<file path="src/rtl/ascon_round_scheduler_pkg.sv">
// Shared definitions for the ASCON permutation round scheduler.
//   sched_state_t : FSM state encoding (IDLE/LOAD/ROUND/DONE)
//   *_ROUNDS      : supported permutation round counts (p12, p6, p8)
//   round_const   : ASCON round-constant table, indexed 0..11
//   rounds_legal  : round-count legality check
package ascon_round_scheduler_pkg;

  typedef enum logic [1:0] {
    ST_IDLE,
    ST_LOAD,
    ST_ROUND,
    ST_DONE
  } sched_state_t;

  localparam logic [3:0] PA_ROUNDS = 4'd12;
  localparam logic [3:0] PB_ROUNDS = 4'd6;
  localparam logic [3:0] P8_ROUNDS = 4'd8;

  // Full 12-entry table; shorter permutations start part-way in so that
  // every variant finishes on 8'h4B.
  function automatic logic [7:0] round_const(input logic [3:0] idx);
    logic [7:0] c;
    case (idx)
      4'd0:    c = 8'hF0;
      4'd1:    c = 8'hE1;
      4'd2:    c = 8'hD2;
      4'd3:    c = 8'hC3;
      4'd4:    c = 8'hB4;
      4'd5:    c = 8'hA5;
      4'd6:    c = 8'h96;
      4'd7:    c = 8'h87;
      4'd8:    c = 8'h78;
      4'd9:    c = 8'h69;
      4'd10:   c = 8'h5A;
      4'd11:   c = 8'h4B;
      default: c = 8'h00;
    endcase
    return c;
  endfunction

  function automatic logic rounds_legal(input logic [3:0] n, input bit allow_p8);
    return (n == PA_ROUNDS) || (n == PB_ROUNDS) || (allow_p8 && (n == P8_ROUNDS));
  endfunction

endpackage

</file>
<file path="src/rtl/ascon_round_scheduler_round_counter.sv">
// ascon_round_counter: round counter for the permutation scheduler.
//   clock, reset_n : clock and synchronous active-low reset
//   latch_en       : capture num_rounds as the permutation length N
//   num_rounds     : requested round count
//   clear          : force the counter to 0
//   inc            : advance one round (wraps to 0 after the last round)
//   cnt            : current round index 0..N-1
//   last           : cnt == N-1
//   const_idx      : round-constant table index, 12-N+cnt
module ascon_round_counter
  import ascon_round_scheduler_pkg::*;
(
  input  logic       clock,
  input  logic       reset_n,
  input  logic       latch_en,
  input  logic [3:0] num_rounds,
  input  logic       clear,
  input  logic       inc,
  output logic [3:0] cnt,
  output logic       last,
  output logic [3:0] const_idx
);

  logic [3:0] n_q;
  logic [3:0] cnt_q;

  always_ff @(posedge clock) begin
    if (!reset_n) begin
      n_q <= PA_ROUNDS;
    end else if (latch_en) begin
      n_q <= num_rounds;
    end
  end

  // Wrapping on the last round keeps the counter within 0..11.
  always_ff @(posedge clock) begin
    if (!reset_n || clear) begin
      cnt_q <= '0;
    end else if (inc) begin
      cnt_q <= last ? '0 : cnt_q + 4'd1;
    end
  end

  always_comb begin
    last      = (cnt_q == n_q - 4'd1);
    cnt       = cnt_q;
    const_idx = PA_ROUNDS - n_q + cnt_q;
  end

endmodule

</file>
<file path="src/rtl/ascon_round_scheduler.sv">
// ascon_round_scheduler: control FSM sequencing the ASCON permutation datapath.
//   clock, reset_n              : clock, synchronous active-low reset
//   i_start_valid/o_start_ready : permutation request handshake (ready in IDLE)
//   i_num_rounds                : round count, sampled on accept (12, 6, 8)
//   i_abort                     : synchronous abort back to IDLE
//   o_state_load                : datapath loads external state (LOAD)
//   o_round_en/o_round_const    : apply one round with the given constant
//   o_round_idx/o_last_round    : current round number, final-round flag
//   o_done_valid/i_done_ready   : result handshake
//   o_error                     : one-cycle pulse for a rejected round count
// All outputs are decoded from registered state; no input reaches a strobe
// combinationally.
module ascon_round_scheduler
  import ascon_round_scheduler_pkg::*;
#(
  parameter bit ALLOW_P8 = 1'b1
) (
  input  logic       clock,
  input  logic       reset_n,
  input  logic       i_start_valid,
  output logic       o_start_ready,
  input  logic [3:0] i_num_rounds,
  input  logic       i_abort,
  output logic       o_state_load,
  output logic       o_round_en,
  output logic [7:0] o_round_const,
  output logic [3:0] o_round_idx,
  output logic       o_last_round,
  output logic       o_done_valid,
  input  logic       i_done_ready,
  output logic       o_error
);

  sched_state_t state_q, state_d;
  logic         accept;
  logic         legal;
  logic         err_q;
  logic [3:0]   cnt;
  logic         last;
  logic [3:0]   const_idx;

  // Abort in IDLE suppresses the accept (and therefore any error pulse).
  always_comb begin
    accept = i_start_valid && (state_q == ST_IDLE) && !i_abort;
    legal  = rounds_legal(i_num_rounds, ALLOW_P8);
  end

  ascon_round_counter u_counter (
    .clock      (clock),
    .reset_n    (reset_n),
    .latch_en   (accept && legal),
    .num_rounds (i_num_rounds),
    .clear      ((state_q == ST_LOAD) || i_abort),
    .inc        (state_q == ST_ROUND),
    .cnt        (cnt),
    .last       (last),
    .const_idx  (const_idx)
  );

  always_ff @(posedge clock) begin
    if (!reset_n) begin
      state_q <= ST_IDLE;
      err_q   <= 1'b0;
    end else begin
      state_q <= state_d;
      err_q   <= accept && !legal;
    end
  end

  always_comb begin
    state_d = state_q;
    case (state_q)
      ST_IDLE:  if (accept && legal) state_d = ST_LOAD;
      ST_LOAD:  state_d = ST_ROUND;
      ST_ROUND: if (last) state_d = ST_DONE;
      ST_DONE:  if (i_done_ready) state_d = ST_IDLE;
      default:  state_d = ST_IDLE;
    endcase
    if (i_abort) state_d = ST_IDLE;
  end

  always_comb begin
    o_start_ready = (state_q == ST_IDLE);
    o_state_load  = (state_q == ST_LOAD);
    o_round_en    = (state_q == ST_ROUND);
    o_done_valid  = (state_q == ST_DONE);
    o_error       = err_q;
    o_round_idx   = '0;
    o_round_const = '0;
    o_last_round  = 1'b0;
    if (state_q == ST_ROUND) begin
      o_round_idx   = cnt;
      o_round_const = round_const(const_idx);
      o_last_round  = last;
    end
  end

endmodule

</file>
<file path="config.mk">
export PLATFORM = sky130hd
export DESIGN_NAME = ascon_round_scheduler
export DESIGN_NICKNAME = d
export VERILOG_FILES = /design/src/rtl/ascon_round_scheduler_pkg.sv /design/src/rtl/ascon_round_scheduler_round_counter.sv /design/src/rtl/ascon_round_scheduler.sv
export SDC_FILE = /design/constraint.sdc
export NUM_CORES = 1
export LEC_CHECK = 0
export BUFFER_PORTS_ARGS = -buffer_cell sky130_fd_sc_hd__buf_2
export CAP_MARGIN = 20
export CELL_PAD_IN_SITES_DETAIL_PLACEMENT = 1
export CELL_PAD_IN_SITES_GLOBAL_PLACEMENT = 1
export CORE_MARGIN = 2
export CORE_UTILIZATION = 38
export CTS_BUF_LIST = sky130_fd_sc_hd__clkbuf_16
export CTS_CLUSTER_SIZE = 8
export DETAILED_ROUTE_END_ITERATION = 10
export PLACE_DENSITY = 0.8
export SLEW_MARGIN = 20
export SYNTH_ARGS = -nofsm -noshare
export SYNTH_HDL_FRONTEND = slang
export SYNTH_SLANG_ARGS = --single-unit
</file>
<file path="constraint.sdc">
create_clock -name clock -period 6.9 [get_ports clock]
set_input_delay 1.38 -clock clock [delete_from_list [all_inputs] [get_ports clock]]
set_output_delay 1.38 -clock clock [all_outputs]
set_load 0.01 [all_outputs]
</file>
==> results_dict.tcl <==
set metrics [dict create \
    fin_skew_ns 0.00304 \
    vdd_drop_max_mv 0.114 \
    dr.pass1.iters 4 \
    place.gp.congestion 0.720 \
    grt_setup_unrepaired "no" \
    avgRoutedWirePerCell_um 13.8 \
    hold_ws_ns 0.487 \
    fin_crit_ns 3.79 \
    rr_endpoint "state_q[1]" \
    track_usage 0.182 \
    antenna_left 0 \
    required_ns 5.52 \
    drv_cap 0 \
    layout.cells.non_filler 158 \
    die_w_um 51.3 \
    grt_max_degree 13 \
    die_h_um 51.3 \
    synth-edff-count 0 \
    vias 783 \
    cts-root-buf "clkbuf_16" \
    synth_cell_type_count 29 \
    slowest_stage "fa_1" \
    async_reset_ff_frac 0 \
    worst_pin_slew_ns 0.443 \
    numPortBuffers 26 \
    synth_seq_cells 11 \
    worstSetupStartpointType "flip-flop" \
    hold_path_depth 2 \
    min_from "u_counter.n_q[0]" \
    final_nets 152 \
    numClockSinks 11 \
    syn_area_sq_um 851 \
    mostFrequentLayoutCells "buf_2 (26), inv_1 (13), ha_1 (11), dfxtp_1 (11), nor2_1 (9)" \
    cts_tree "done" \
    ys_seq_area_frac 0.259 \
    fin_ws_ns 3.11 \
    cp_top_family "adder cells" \
    cts_resized 0 \
    synthFlopType "dfxtp_1" \
    ioPinCount 27 \
    detailed_place_hpwl_um 1730 \
    clock.fmax_mhz 264 \
    grt_pass1_wl_um 3550 \
    syn_inst 101 \
    hold_class "flip-flop to flip-flop" \
    core_sq_um 2170 \
    drc_errors 0 \
    start_util 0.392 \
    ctsHoldBuffers 0 \
    htree_levels 1 \
    fin_tns_setup_ns 0 \
    max_slew_margin 0.704 \
    syn2layout_area_growth_pct 28.2 \
    initialDrtViolationCount 8 \
    grt_pass1_vias 790 \
    dieArea_sq_um 2630 \
    yosys_warnings 0 \
    wl_um 2180 \
    pre_cts_ws_ns 3.35 \
    timing.rr.start "u_counter.n_q[0]" \
    drv_slew 0 \
    arrival_ns 2.41 \
    outcome "finished clean" \
    placed_cells 154 \
    vias_per_cell 4.96 \
    syn_area_per_cell_sq_um 8.42 \
    overflow 0 \
    drive_gt1_frac 0.262 \
    power.density_nw_per_um2 167 \
    worst_setup_path_end_kind "output port" \
    critPathKind "flip-flop to output port" \
    fin_crit_sh 0.549 \
    cts_buffers 3 \
    num_rows 17 \
    num_antenna_cells 0 \
    finalHoldViolations 0 \
    syn_nets 122 \
    clock_path_buffers 2 \
    clk_pin_slew_ns 0.04 \
    grt_antenna_before_repair 0 \
    critPathBufInv 2 \
    path_cells "inv_1 > ha_1 > fa_1 > xnor2_1 > xnor2_1 > and2_1 > nor2_1 > nor2_1 > buf_2" \
    final_common_cell "buf_2" \
    postCtsSetupBuffers 0 \
    max_stage_delay_ns 0.44 \
    setup_viol_count_final 0 \
    leakage_nw 0.505 \
    critPathMaxFanout 4 \
    worst_skew_pair.late_latency_ns 0.24 \
    hold_end "u_counter.n_q[0]" \
    r2r_cells 7 \
    power_uw 182 \
    rrSetupSlack_ns 5.07 \
]
where the power goes:
group | switching, mW | internal, mW | total [mW]
Sequential | 0.000548 | 0.0645 | 0.0651
Clock | 0.0276 | 0.0760 | 0.104
Combinational | 0.00707 | 0.00617 | 0.0132
Total | 0.0352 | 0.147 | 0.182
cell type report:
cell class	count	area [sq um]
clock buffers	3	75.1
multi-input cells	77	582
well taps	28	35.0
repair buffers	26	130
fillers	296	1080
inverters	12	45.0
clock inverters	1	3.75
flip-flops and latches	11	220
tightest hold or removal path, delay by kind of cell (launching register included):
| kind | cells | cell delay, ns |
|---|---|---|
| DFF | 1 | 0.34 |
| and+or+nand+nor | 2 | 0.10 |
flip-flops by register name, indices dropped and copies added (netlist names):
| signal | flops |
|---|---|
| u_counter.n_q | 4 |
| o_error | 1 |
| state_q | 2 |
| u_counter.cnt | 4 |
synthesized netlist by cell type (2+ instances only):
library cell | instances | area, sq um
nand2_1 | 7 | 26.3
nand3b_1 | 2 | 15.0
nor3b_1 | 2 | 15.0
xor2_1 | 2 | 17.5
nor3_2 | 2 | 20.0
nor3_1 | 3 | 15.0
dfxtp_1 | 11 | 220
nor2b_1 | 4 | 25.0
ha_1 | 11 | 138
nand2b_1 | 6 | 37.5
nand3_1 | 3 | 15.0
a21oi_1 | 3 | 15.0
and2_1 | 4 | 25.0
inv_1 | 12 | 45.0
nor2_1 | 9 | 33.8
mux2i_1 | 3 | 30.0
xnor2_1 | 5 | 43.8
cell families after synthesis:
family,synth area share
AO/OA/AOI/OAI,0.0912
XOR/XNOR,0.0912
buffers and inverters,0.0573
flip-flops,0.259
multiplexers,0.0353
AND/OR/NAND/NOR,0.281
adder cells (fa/ha/maj),0.185
worst max path at each step:
stage	from	depth (start not counted)	to	slack, ns
final	u_counter.cnt[2]	9	o_round_const[0]	3.11
after floorplan	u_counter.n_q[1]	10	o_round_const[1]	3.52
after global routing	u_counter.cnt[2]	9	o_round_const[0]	2.93
after global placement	u_counter.cnt[0]	12	o_round_const[1]	3.44
after detailed placement	u_counter.cnt[0]	12	o_round_const[0]	3.35
after CTS	u_counter.n_q[1]	11	o_round_const[0]	3.10
layer usage:
layer | part of all wire | track usage | vias up
met5 | 0 | 0 | -
met4 | 0.0064 | 0.0789 | 0
met3 | 0.033 | 0.0263 | 2
met2 | 0.52 | 0.335 | 21
met1 | 0.44 | 0.206 | 370
li1 | - | - | 390
stage by stage:
stage / area (sq um) / utilization
2_1_floorplan: 851 / -
3_3_place_gp: 1010 / 0.467
6_report: 1090 / 0.503
4_1_cts: 1090 / 0.503
5_1_grt: 1090 / 0.503
3_5_place_dp: 1010 / 0.467
Power figures use the tool's default switching activity.
